**src/rtl/instr_fetch_unit.sv**
```systemverilog
// Fetch stage: owns the PC, fetches one word per instruction, holds it until retired.
// Latency: 3 cycles per instruction with zero-wait memory (request, data, retire).
// Backpressure: imem_ready/imem_rvalid/instr_ready low each stretch their state by one cycle.
module instr_fetch_unit #(
  parameter logic [31:0] RESET_PC  = 32'h0000_0000,
  parameter logic [31:0] NOP_INSTR = 32'h0000_0013
) (
  input  logic        clk,
  input  logic        reset,
  output logic        imem_req,
  output logic [31:0] imem_addr,
  input  logic        imem_ready,
  input  logic        imem_rvalid,
  input  logic [31:0] imem_rdata,
  output logic [31:0] Instr,
  output logic        instr_valid,
  input  logic        instr_ready,
  input  logic [1:0]  PCSrc,
  input  logic [31:0] ImmExt,
  input  logic [31:0] ALUResult,
  output logic [31:0] PC,
  output logic [31:0] PCPlus4,
  output logic [31:0] instret,
  output logic        fetch_fault,
  output logic [31:0] fault_addr
);

  typedef enum logic [1:0] {
    S_REQ   = 2'd0,
    S_WAIT  = 2'd1,
    S_HOLD  = 2'd2,
    S_FAULT = 2'd3
  } state_t;

  state_t      state, state_nxt;
  logic [31:0] pc_q;
  logic [31:0] instr_q;
  logic [31:0] instret_q;
  logic        fault_q;
  logic [31:0] fault_addr_q;
  logic [31:0] next_pc;
  logic        retire;
  logic        capture;

  // Next-PC selection for the retiring instruction; 11 is reserved and behaves as PC+4.
  always_comb begin
    next_pc = pc_q + 32'd4;
    case (PCSrc)
      2'b01:   next_pc = pc_q + ImmExt;
      2'b10:   next_pc = ALUResult & ~32'd1;
      default: next_pc = pc_q + 32'd4;
    endcase
  end

  assign retire  = (state == S_HOLD) && instr_ready;
  assign capture = (state == S_WAIT) && imem_rvalid;

  // FSM state register.
  always_ff @(posedge clk) begin
    if (!reset) begin
      state <= S_REQ;
    end else begin
      state <= state_nxt;
    end
  end

  // FSM next-state and handshake outputs; a misaligned target parks the unit in S_FAULT.
  always_comb begin
    state_nxt   = state;
    imem_req    = 1'b0;
    instr_valid = 1'b0;
    case (state)
      S_REQ: begin
        imem_req = 1'b1;
        if (imem_ready) state_nxt = S_WAIT;
      end
      S_WAIT: begin
        if (imem_rvalid) state_nxt = S_HOLD;
      end
      S_HOLD: begin
        instr_valid = 1'b1;
        if (instr_ready) begin
          state_nxt = (next_pc[1:0] == 2'b00) ? S_REQ : S_FAULT;
        end
      end
      default: begin
        state_nxt = S_FAULT;
      end
    endcase
  end

  // Architectural state: captured word, PC, retire counter and the sticky fault record.
  always_ff @(posedge clk) begin
    if (!reset) begin
      pc_q         <= RESET_PC;
      instr_q      <= NOP_INSTR;
      instret_q    <= 32'd0;
      fault_q      <= 1'b0;
      fault_addr_q <= 32'd0;
    end else begin
      if (capture) begin
        instr_q <= imem_rdata;
      end
      if (retire) begin
        instret_q <= instret_q + 32'd1;
        instr_q   <= NOP_INSTR;
        if (next_pc[1:0] == 2'b00) begin
          pc_q <= next_pc;
        end else begin
          fault_q      <= 1'b1;
          fault_addr_q <= next_pc;
        end
      end
    end
  end

  assign imem_addr   = pc_q;
  assign PC          = pc_q;
  assign PCPlus4     = pc_q + 32'd4;
  assign Instr       = instr_q;
  assign instret     = instret_q;
  assign fetch_fault = fault_q;
  assign fault_addr  = fault_addr_q;

endmodule
```
**config.mk**
```make
export PLATFORM = sky130hd
export DESIGN_NAME = instr_fetch_unit
export DESIGN_NICKNAME = d
export VERILOG_FILES = /design/src/rtl/instr_fetch_unit.sv
export SDC_FILE = /design/constraint.sdc
export NUM_CORES = 1
export LEC_CHECK = 0
export BUFFER_PORTS_ARGS = -buffer_cell sky130_fd_sc_hd__buf_2
export CORE_ASPECT_RATIO = 1.75
export CORE_MARGIN = 8
export CORE_UTILIZATION = 50
export DETAILED_ROUTE_END_ITERATION = 8
export PLACE_DENSITY_LB_ADDON = 0.25
export SYNTH_ARGS = -nofsm -noshare
export SYNTH_HDL_FRONTEND = slang
export SYNTH_SLANG_ARGS = --single-unit
```
**constraint.sdc**
```tcl
create_clock -name clk -period 3.2 [get_ports clk]
set_input_delay 0.32 -clock clk [delete_from_list [all_inputs] [get_ports clk]]
set_output_delay 0.32 -clock clk [all_outputs]
set_load 0.005 [all_outputs]
```
# After elaboration in Yosys (flattened, before gate mapping)
# Index checks and enable logic that the tools add are counted.
# Widths: inputs -> output; s select.
# classes
addsub	3
eq_ne	7
n_mux	8
bitwise_logic	2
reduce_logical	8
# ops
cell	count
$pmux 32 s2	1
$add 32x1->32 const B	1
$add 32x3->32 const B	1
$add 32x32->32	1
$mux 2	4
$ne 2x2->1 const B	3
$pmux 2 s3	1
$eq 2x1->1 const B	2
$eq 2x2->1 const B	2
$logic_not 2->1	2
$reduce_and 2->1	2
$reduce_and 3->1	1
$logic_and 1x1->1	2
$mux 1	2
$not 1->1	2
$reduce_or 2->1	1
# totals
reg_bits	131
wordCells	34

# Longest topological paths before layout
# Gate-level depths: netlist of run 1.
# depth
word_depth	6
mapped_depth	10
ltp_nobuf	10

# Least setup slack after synthesis of run 1
# OpenSTA, ideal clock, no wires.
# synth_path
path_kind	flip-flop to flip-flop
from	register pc_q[0], in the netlist PC[0]
to	register pc_q[24], in the netlist PC[24]
setup_time_ps	76
t_arrival_ps	2519
path_slack_ps	605
path_stages_with_launch	11
synth_period_minus_slack_ps	2595
path_cell_list	dfxtp_1 ha_1 fa_1 a21oi_1 o211ai_2 a21boi_1 o211ai_1 a21o_1 a2111oi_0 a211oi_1 o21ai_0
# synth_via
elab_chain_len	4
word_cells_on_any_way	5
classes_between	add/sub (2); mux (1); reduce/logical (2)
# synth_rtl
item	line_no	source
from (decl)	36	logic [31:0] pc_q;
from (signal assigned)	108	pc_q <= next_pc;
$add 32x3->32 / $add 32x32->32 (equally long branches)	51, 49	
$pmux 32 s2 (*)	48	case (PCSrc)
$logic_not 2->1	107	if (next_pc[1:0] == 2'b00) begin
$reduce_and 2->1 (no line)	--	
# Every way passes the cells marked *; elsewhere a longest branch is shown, timed or not.
# A chain may end at the register's enable or synchronous reset.

# Worst setup path after layout of run 1
# layout_path
from	register pc_q[22], in the netlist PC[22]
to	register pc_q[29], in the netlist PC[29]
# layout_via
elab_chain_len	2
word_cells_on_any_way	3
classes_between	add/sub (2); mux (1)
# layout_rtl
item	line_no
$add 32x3->32 / $add 32x32->32 (equally long branches)	51, 49
$pmux 32 s2 (*)	48
# Marked as above.

==> key figures, run 1 <==
Cells and area
  – Antenna diodes: 0
  – Layout area overhead: 28.9%
  – Fill cells: 1494
  – Final #Nets: 1469
  – Layout cells sized above 1: 30.4%

Synthesis
  – Syn nets: 1180
  – Ys flop type: dfxtp_1
  – Cell area after synthesis: 7990 um^2
  – Cells after synthesis: 1041
  – Syn Area/Cell: 7.68 um^2
  – Top cells by area, synth: dfxtp_1 33%, nand2_1 7.9%, a21oi_1 6.3%, ha_1 5.5%, xor2_1 4.2%
  – Post-synth EDFFs: 0
  – Synth cell count leaders: 168 x nand2_1, 131 x dfxtp_1, 101 x a21oi_1
  – FFs w/ async S/R, synth: 0%
  – Unique masters post-synth: 69
  – Cell with the most instances after synthesis: nand2_1
  – Post-synthesis register bit count: 131
  – Yosys top cell by area: dfxtp_1
  – Area fraction of the dominant cell type after synthesis: 32.8%
  – Sequential fraction of the synthesis area: 32.8%
  – YS warnings: 0

Floorplan
  – Die footprint: 20400 um^2
  – Die Span Y: 183 um
  – Die width: 112 um
  – Std-Cell Core Area: 15800 um^2
  – Std cell rows: 61
  – Initial Util: 50.6%
  – Top-Level Pins: 298

Hold path
  – Hold WC Path Type: primary input to flop

Worst setup path
  – Arr. time, crit path: 3.39 ns
  – Crit path cell chain: ha_1 -> a21o_1 -> a21oi_1 -> o21bai_1 -> a211oi_1 -> o31a_1 -> o211a_1 -> nor4b_1 -> buf_4 -> o31ai_1
  – Critical path endpoint category: flop
  – Crit-path max cell delay: 0.66 ns
  – Worst Setup Path Type: flop to flop
  – Worst path buffer plus inverter count: 1
  – Worst path slowest cell: nor4b_1
  – Worst Path Max Fanout: 9
  – Crit path launch type: flop
  – Delay-heaviest family, CP: compound AO/OA/AOI/OAI gates
  – Req. time, crit path: 3.49 ns

Timing
  – Unrepaired setup endpoints after global routing: no
  – Final setup violation count: 0
  – Max-slew violations: 0
  – Worst Skew: 0.0173 ns
  – Least-Margin Pin Slew: 0.958 ns
  – Slew headroom: 36.0%
  – Crit path time final: 3.09 ns
  – Final cycle utilization of the critical path: 96.7%
  – Setup tns final: 0 ns
  – Final hold violation count: 0
  – Max Fclk: 323 MHz

Drt
  – TritonRoute pass-1 iters: 5
  – Vias per cell: 5.87
  – DR vias: 8987
  – Initial drt markers: 494
  – Antenna viol nets, final: 0
  – Average wire per standard cell: 22.1 um
  – DRC viols: 0
  – WL final: 33800 um

Clock tree
  – CTS Buf Count: 17
  – Post-CTS Setup Bufs: 0
  – H-tree levels: 4
  – Reg clk slew, reported paths: 0.07 ns
  – Root Driver: clkbuf_16
  – CTS Hold Bufs: 0
  – Maximum buffer depth of the clock tree: 2
  – Clock sink total: 131
  – Clk_lat worst skew: 0.42 ns
  – CTS tree: built

Power
  – PwrDens: 417 nW/um^2
  – Sequential share of power: 39.4%
  – Cell internal pwr: 3.02 mW
  – Clock network fraction of total power: 45.3%
  – Combinational share of power: 15.3%
  – Switching power: 1.27 mW
  – Overall Power: 4.29 mW
  – Net Sw Frac: 29.7%
  – Peak supply drop: 461 uV
  – P_leak: 4.93 nW

Placed design
  – Dpl hpwl: 26600 um
  – Final GP Congestion: 0.998
  – Port bufs: 296

GRT
  – Total grt overflow: 0
  – Largest net degree at the start of global routing: 42
  – GRT Total Usage: 32.4%
  – Initial antenna violation count: 0
  – First-pass GRT wire length: 51500 um
  – Vias in the first global route: 9214

Outcome
  – Status: completed

Flow run
  – Max-cap viol count: 0
[final cells by class]
type	instances	area, um^2	share of cell area (%)
repair buffers	355	1920	18.7
clock buffers	17	425	4.13
clock inverters	15	161	1.57
multi-input cells	808	4870	47.3
inverters	17	63.8	0.619
flip-flops and latches	131	2620	25.5
well taps	189	236	2.29
[power by group through the flow]
stage	Clock [mW]	Sequential [mW]	Combinational [mW]
after floorplan	0	1.73	0.349
after global placement	0	1.73	0.636
after detailed placement	0	1.73	0.639
after CTS	1.97	1.69	0.643
after global routing	2.05	1.70	0.707
final	1.95	1.69	0.656
[final timing paths]
kind / start / end / slack, ns / depth (start not counted)
setup / recovery: PC[22] / PC[29] / 0.11 / 10
hold reg to reg: Instr[22] / Instr[22] / 0.45 / 2
hold / removal: imem_rdata[4] / Instr[4] / 0.11 / 3
setup reg to reg: PC[22] / PC[29] / 0.11 / 10
[tightest hold or removal path, delay by kind of cell]
family                 cells  cell delay, ns
AND/OR/NAND/NOR            2            0.10
buffers and inverters      1            0.07
[through the flow]
stage	area, um^2	util, %	hold slack [ns]	std cells	setup WS (ns)
detailed placement	9710	61.4	0.446	1500	0.0803
global route	10300	65.2	0.108	1532	0.0180
finish	10300	65.2	0.111	1532	0.106
floorplan	7990	-	0.442	1041	0.605
global placement	9710	61.4	0.437	1500	0.0307
CTS	10300	65.1	0.101	1532	0.127
[repair_timing]
item                                    4_1_cts  5_1_grt
gates resized for setup                       0        3
hold endpoints to repair                      0        0
endpoints found under the setup margin        0        2
[cell families (layout without fill, tap and decap cells)]
kind of cell | Yosys count | after routing | share of synthesized area [%]
and+or+nand+nor | 416 | 416 | 24.1
AOI/OAI and AO/OA | 280 | 280 | 22.5
DFF | 131 | 131 | 32.8
buffers and inverters | 102 | 404 | 6.47
xor gates and xnor gates | 72 | 72 | 7.89
adders and majority gates | 36 | 36 | 5.73
muxes | 4 | 4 | 0.517
[layer usage]
metal	track usage, %	vias to the layer above	wire length, um
met5	0	-	0
met4	27.2	0	2740
met3	8.86	134	2410
met2	58.6	444	17200
met1	29.8	4143	11500
li1	-	4266	-
[state kept, by name, indices dropped and copies added (netlist names)]
name	cells
PC	32
Instr	32
fetch_fault	1
state	2
instret	32
fault_addr	32
[layout by cell type, fill, tap and decap left out, drive strengths merged, types with 17 or more instances in the layout]
cell type,Yosys,routed
o21ai,51,51
nand4,17,17
a21oi,101,101
inv,16,24
buf,42,355
nor3,17,17
nand2,169,169
and3,20,20
clkbuf,43,17
nand3,62,62
nor2,88,88
dfxtp,131,131
ha,35,35
xor2,38,38
xnor2,34,34
Power figures use the tool's default switching activity.
==> run 2, diff against run 1 <==
--- a/config.mk
+++ b/config.mk
@@ -9,6 +9,7 @@
 export CORE_ASPECT_RATIO = 1.75
 export CORE_MARGIN = 8
 export CORE_UTILIZATION = 50
+export CTS_CLUSTER_SIZE = 10
 export DETAILED_ROUTE_END_ITERATION = 8
 export PLACE_DENSITY_LB_ADDON = 0.25
 export SYNTH_ARGS = -nofsm -noshare
==> constraint.sdc (replaced) <==
create_clock -name clk -period 3.2 [get_ports clk]
set_input_delay 0.16 -clock clk [delete_from_list [all_inputs] [get_ports clk]]
set_output_delay 0.16 -clock clk [all_outputs]
set_load 0.005 [all_outputs]
==> run 2 against run 1 <==
  * Die area unchanged
  * Combinational power is 4.6% higher
  * Via count up 2.7%
  * Global-route usage increased by 0.65 points
  * Final area rose by 3.0%
  * Critical endpoint is now PC[25]
  * Setup slack better by 0.055 ns
  * First-iteration DRC count up 12%
  * Final cell count rose by 1.8%
==> key figures, run 2 (same netlist as run 1, synthesis figures left out) <==
GRT
  – Total grt overflow: 0 (unchanged)
  – GRT Total Usage: 33.1% (was 32.4%)
  – Vias in the first global route: 9540 (was 9214)
  – Initial antenna violation count: 0 (unchanged)
  – First-pass GRT wire length: 52400 um (was 51500 um)
  – Largest net degree at the start of global routing: 44 (was 42)

Drt
  – Initial drt markers: 553 (was 494)
  – DR vias: 9228 (was 8987)
  – Vias per cell: 5.92 (was 5.87)
  – WL final: 34500 um (was 33800 um)
  – Average wire per standard cell: 22.1 um (about the same)
  – DRC viols: 0 (unchanged)
  – TritonRoute pass-1 iters: 6 (was 5)
  – Antenna viol nets, final: 0 (unchanged)

Floorplan
  – Std-Cell Core Area: 15800 um^2 (unchanged)
  – Die footprint: 20400 um^2 (unchanged)
  – Die Span Y: 183 um (unchanged)
  – Initial Util: 50.6% (unchanged)
  – Die width: 112 um (unchanged)
  – Top-Level Pins: 298 (unchanged)
  – Std cell rows: 61 (unchanged)

Power
  – Sequential share of power: 38.5% (was 39.4%)
  – Overall Power: 4.40 mW (was 4.29 mW)
  – Combinational share of power: 15.6% (was 15.3%)
  – P_leak: 5.05 nW (was 4.93 nW)
  – Net Sw Frac: 28.9% (was 29.7%)
  – PwrDens: 414 nW/um^2 (was 417 nW/um^2)
  – Clock network fraction of total power: 45.9% (was 45.3%)
  – Cell internal pwr: 3.12 mW (was 3.02 mW)
  – Peak supply drop: 469 uV (was 461 uV)
  – Switching power: 1.27 mW (about the same)

Worst setup path
  – RR Startpoint: PC[10] (was PC[22])
  – Arr. time, crit path: 3.36 ns (was 3.39 ns)
  – Critical path endpoint category: flop (unchanged)
  – Worst Setup SP: PC[10] (was PC[22])
  – Crit path launch type: flop (unchanged)
  – Worst Path Max Fanout: 6 (was 9)
  – Worst Setup Path Type: flop to flop (unchanged)
  – Req. time, crit path: 3.52 ns (was 3.49 ns)

Clock tree
  – Reg clk slew, reported paths: 0.07 ns (about the same)
  – Maximum buffer depth of the clock tree: 2 (unchanged)
  – Post-CTS Setup Bufs: 0 (unchanged)
  – CTS tree: built (unchanged)
  – Clock sink total: 131 (unchanged)
  – Clk_lat worst skew: 0.41 ns (was 0.42 ns)
  – H-tree levels: 4 (unchanged)
  – Root Driver: clkbuf_16 (unchanged)
  – CTS Buf Count: 17 (unchanged)

Hold path
  – Hold WC Path Type: primary input to flop (unchanged)
  – Hold Path Origin: imem_rdata[10] (was imem_rdata[4])

Timing
  – Max-slew violations: 0 (unchanged)
  – Unrepaired setup endpoints after global routing: no (unchanged)
  – Max Fclk: 329 MHz (was 323 MHz)
  – Worst Skew: 0.00999 ns (was 0.0173 ns)
  – Final setup violation count: 0 (unchanged)
  – Final cycle utilization of the critical path: 95.0% (was 96.7%)
  – Crit path time final: 3.04 ns (was 3.09 ns)
  – Least-Margin Pin Slew: 0.747 ns (was 0.958 ns)
  – Setup tns final: 0 ns (unchanged)
  – Final hold violation count: 0 (unchanged)
  – Slew headroom: 50.1% (was 36.0%)

Cells and area
  – Layout area overhead: 32.9% (was 28.9%)
  – Fill cells: 1385 (was 1494)
  – Layout cells sized above 1: 29.6% (was 30.4%)
  – Final #Nets: 1497 (was 1469)
  – Commonest non-fill, non-tap cell in the layout: buf_2 (unchanged)
  – Antenna diodes: 0 (unchanged)
  – Multi-input logic area: 4870 um^2 (about the same)
  – Register area: 2620 um^2 (about the same)
  – Commonest cells after routing, fill and taps aside: 296 x buf_2, 168 x nand2_1, 131 x dfxtp_1 (was 296 x buf_2, 168 x nand2_1, 130 x dfxtp_1)

Placed design
  – Port bufs: 296 (unchanged)
  – Dpl hpwl: 26700 um (was 26600 um)
  – Final GP Congestion: 1.04 (was 0.998)

Outcome
  – Status: completed (unchanged)

Flow run
  – Max-cap viol count: 0 (unchanged)
==> run 2: what timing repair did <==
item                                    CTS  global route
gates resized for setup                   0             3
hold endpoints to repair                 31             0
hold buffers                             31             0
endpoints found under the setup margin    0             5
==> run 2: final timing paths <==
kind | to | slack, ns | cells past startpoint
max | PC[25] | 0.16 | 9
min | Instr[10] | 0.02 | 3
max reg2reg | PC[25] | 0.16 | 9
min reg2reg | Instr[21] | 0.45 | 2
==> run 2: final cells by class <==
type	count	share of cell area [%]
well taps	189	2.23
flip-flops and latches	131	24.7
clock inverters	15	1.74
clock buffers	17	4.01
inverters	17	0.601
repair buffers	383	20.8
multi-input cells	808	45.9
==> run 2: worst max-delay path: stages (launching register included) <==
cell,delay (ns)
dfxtp_1,0.50
ha_1,0.37
and3_1,0.26
a31oi_1,0.31
o21a_1,0.35
o21ai_0,0.33
a211oi_1,0.34
a211oi_1,0.08
buf_4,0.17
o31ai_1,0.25
==> run 2: metrics by stage <==
stage	hold slack [ns]	setup slack, ns	util, %	std cells	area [um^2]
after detailed placement	0.377	0.0786	61.3	1497	9680
final	0.0216	0.161	67.2	1560	10600
after CTS	0.0140	0.0614	67.1	1560	10600
after global routing	0.0218	0.00347	67.2	1560	10600
after global placement	0.369	0.0906	61.3	1497	9680
after floorplan	0.282	0.605	-	1041	7990
==> run 2: power by group through the flow <==
stage / registers (mW) / logic, mW / clock network (mW)
finish: 1.69 / 0.686 / 2.02
floorplan: 1.73 / 0.349 / 0
detailed placement: 1.73 / 0.637 / 0
CTS: 1.69 / 0.669 / 2.04
global placement: 1.73 / 0.633 / 0
global route: 1.70 / 0.735 / 2.11
==> run 2: per-layer routing <==
| layer | vias up | global-route usage (%) | wire length, um |
|---|---|---|---|
| met1 | 4287 | 30.0 | 11200 |
| met5 | - | 0 | 0 |
| li1 | 4334 | - | - |
| met4 | 0 | 30.4 | 3260 |
| met3 | 137 | 9.05 | 2650 |
| met2 | 470 | 59.0 | 17300 |
==> run 3, diff against run 2 <==
--- a/config.mk
+++ b/config.mk
@@ -6,9 +6,11 @@
 export NUM_CORES = 1
 export LEC_CHECK = 0
 export BUFFER_PORTS_ARGS = -buffer_cell sky130_fd_sc_hd__buf_2
+export CELL_PAD_IN_SITES_DETAIL_PLACEMENT = 0
+export CELL_PAD_IN_SITES_GLOBAL_PLACEMENT = 1
 export CORE_ASPECT_RATIO = 1.75
 export CORE_MARGIN = 8
-export CORE_UTILIZATION = 50
+export CORE_UTILIZATION = 35
 export CTS_CLUSTER_SIZE = 10
 export DETAILED_ROUTE_END_ITERATION = 8
 export PLACE_DENSITY_LB_ADDON = 0.25
==> run 3 against run 2 <==
  * Maximum frequency is 2.2% higher
  * Clock skew is 0.0035 ns lower
  * Global-route usage fell by 7.8 points
  * Die area grew 38%
  * Register-to-register slack better by 0.07 ns
  * Via count shrank 3.5%
==> key figures, run 3 (same netlist as run 1, synthesis figures left out) <==
Worst setup path
  – Critical path's most frequent cell: a21o_1 (was a211oi_1)
  – Crit-path max cell delay: 0.59 ns (was 0.50 ns)
  – Req. time, crit path: 3.56 ns (was 3.52 ns)
  – Worst Setup Path Type: flop to flop (unchanged)
  – Arr. time, crit path: 3.33 ns (was 3.36 ns)
  – Crit path cell chain: ha_1 -> a21o_1 -> o21bai_1 -> a22oi_1 -> o211ai_1 -> a21o_1 -> a2111oi_0 -> a211oi_1 -> buf_4 -> o21ai_0 (was ha_1 -> and3_1 -> a31oi_1 -> o21a_1 -> o21ai_0 -> a211oi_1 -> a211oi_1 -> buf_4 -> o31ai_1)
  – Crit path launch type: flop (unchanged)
  – Worst path slowest cell: dfxtp_1 (unchanged)
  – RR Startpoint: PC[15] (was PC[10])
  – R2R cell count: 10 (was 9)
  – Worst Path Max Fanout: 8 (was 6)
  – Critical path endpoint category: flop (unchanged)
  – Crit Reg-Reg Endpoint: PC[24] (was PC[25])
  – Reg2Reg Setup Slack: 0.23 ns (was 0.16 ns)

Timing
  – Final cycle utilization of the critical path: 92.9% (was 95.0%)
  – Max Fclk: 336 MHz (was 329 MHz)
  – Final setup violation count: 0 (unchanged)
  – Hold Slack: 0.0592 ns (was 0.0216 ns)
  – Max-slew violations: 0 (unchanged)
  – Slew headroom: 29.5% (was 50.1%)
  – Final hold violation count: 0 (unchanged)
  – Setup tns final: 0 ns (unchanged)
  – Crit path time final: 2.97 ns (was 3.04 ns)
  – Unrepaired setup endpoints after global routing: no (unchanged)
  – Least-Margin Pin Slew: 1.06 ns (was 0.747 ns)
  – Worst Skew: 0.00646 ns (was 0.00999 ns)
  – Final worst slack: 0.227 ns (was 0.161 ns)

Floorplan
  – Die Span Y: 216 um (was 183 um)
  – Std-Cell Core Area: 22600 um^2 (was 15800 um^2)
  – Std cell rows: 73 (was 61)
  – Die footprint: 28100 um^2 (was 20400 um^2)
  – Die width: 130 um (was 112 um)
  – Top-Level Pins: 298 (unchanged)
  – Initial Util: 35.4% (was 50.6%)

Placed design
  – Final GP Congestion: 1.01 (was 1.04)
  – Dpl hpwl: 28700 um (was 26700 um)
  – Placed cell count: 1606 (was 1497)
  – Port bufs: 296 (unchanged)
  – Post-Place Worst Slack: 0.272 ns (was 0.0786 ns)
  – Area post-placement: 9830 um^2 (was 9680 um^2)

Cells and area
  – Final Cell Area: 10800 um^2 (was 10600 um^2)
  – Layout cells sized above 1: 29.3% (was 29.6%)
  – Commonest non-fill, non-tap cell in the layout: buf_2 (unchanged)
  – Final Core Density: 47.9% (was 67.2%)
  – Layout area overhead: 35.1% (was 32.9%)
  – Final #Nets: 1497 (unchanged)
  – Commonest cells after routing, fill and taps aside: 296 x buf_2, 168 x nand2_1, 131 x dfxtp_1 (unchanged)
  – Post-Layout Cell Count: 1672 (was 1560)

Power
  – Overall Power: 4.47 mW (was 4.40 mW)
  – Combinational share of power: 15.1% (was 15.6%)
  – Switching power: 1.22 mW (was 1.27 mW)
  – P_leak: 5.07 nW (was 5.05 nW)
  – Cell internal pwr: 3.25 mW (was 3.12 mW)
  – Peak supply drop: 337 uV (was 469 uV)
  – Net Sw Frac: 27.4% (was 28.9%)
  – Sequential share of power: 37.8% (was 38.5%)
  – Clock network fraction of total power: 47.0% (was 45.9%)
  – PwrDens: 414 nW/um^2 (about the same)

Clock tree
  – Reg clk slew, reported paths: 0.07 ns (about the same)
  – Maximum buffer depth of the clock tree: 2 (unchanged)
  – CTS tree: built (unchanged)
  – CTS Buf Count: 17 (unchanged)
  – Clk_lat worst skew: 0.43 ns (was 0.41 ns)
  – Clock sink total: 131 (unchanged)
  – Post-CTS Setup Bufs: 0 (unchanged)
  – Root Driver: clkbuf_16 (unchanged)
  – Cts repair resizes: 0 (unchanged)
  – H-tree levels: 4 (unchanged)

Outcome
  – Status: completed (unchanged)

GRT
  – Vias in the first global route: 9165 (was 9540)
  – Largest net degree at the start of global routing: 53 (was 44)
  – Total grt overflow: 0 (unchanged)
  – First-pass GRT wire length: 53200 um (was 52400 um)
  – Initial antenna violation count: 3 (was 0)
  – GRT Total Usage: 25.3% (was 33.1%)

Hold path
  – Hold WC Path Type: primary input to flop (unchanged)
  – Hold Path Origin: ALUResult[18] (was imem_rdata[10])
  – Hold depth: 3 (unchanged)
  – Min-Delay Endpoint: PC[18] (was Instr[10])

Drt
  – Vias per cell: 5.32 (was 5.92)
  – TritonRoute pass-1 iters: 5 (was 6)
  – DR vias: 8903 (was 9228)
  – Initial drt markers: 510 (was 553)
  – DRC viols: 0 (unchanged)
  – Antenna viol nets, final: 0 (unchanged)
  – WL final: 35900 um (was 34500 um)
  – Average wire per standard cell: 21.5 um (was 22.1 um)

Flow run
  – Max-cap viol count: 0 (unchanged)
## run 3: cell types whose count changed in the layout (fill, tap and decap cells not counted), moves of 2 or more
cell           before  now
buf_12              0    2
buf_4              56   52
bufinv_16           2    4
clkinv_2            0    2
clkinv_4            2    6
dlygate4sd3_1      31   33
inv_6               5    2
inv_8               5    0
## run 3: power groups by stage
stage               logic (mW)  registers [mW]  clock network (mW)
floorplan                0.349            1.73                   0
global placement         0.641            1.73                   0
detailed placement       0.639            1.73                   0
CTS                      0.676            1.69                2.15
global route             0.731            1.70                2.22
finish                   0.677            1.69                2.10
## run 3: how the worst max path moves through the flow
stage | from | endpoint | slack (ns) | cells past startpoint
after CTS | PC[15] | PCPlus4[30] | 0.24 | 7
after floorplan | PC[0] | PC[24] | 0.61 | 10
final | PC[15] | PC[24] | 0.23 | 10
after global placement | PC[15] | PC[24] | 0.32 | 10
after detailed placement | PC[0] | fault_addr[17] | 0.27 | 8
after global routing | PC[0] | fault_addr[19] | 0.0009 | 8
## run 3: timing repair
item | 4_1_cts | 5_1_grt
hold buffers | 33 | 0
hold endpoints to repair | 33 | 0
endpoints found under the setup margin | 0 | 0
## run 3: final cells by class
cell class                      instances  area (um^2)
Clock inverter                         15          208
Sequential cell                       131         2620
Tap cell                              300          375
Clock buffer                           17          425
Antenna cell                            1         2.50
Timing Repair Buffer                  383         2240
Fill cell                            2396        11800
Inverter                               17         63.8
Multi-Input combinational cell        808         4860
## run 3: routing by layer
metal / global-route usage, % / part of all wire (%)
met1: 24.9 / 36
met2: 46.5 / 53
met3: 4.67 / 5.7
met4: 16.3 / 5.9
met5: 0 / 0
## run 3: critical path: cells and delay by family (launching register included)
family	cells	cell delay, ns
DFF	1	0.59
AOI/OAI and AO/OA	8	1.72
adders and majority gates	1	0.42
buffers and inverters	1	0.17
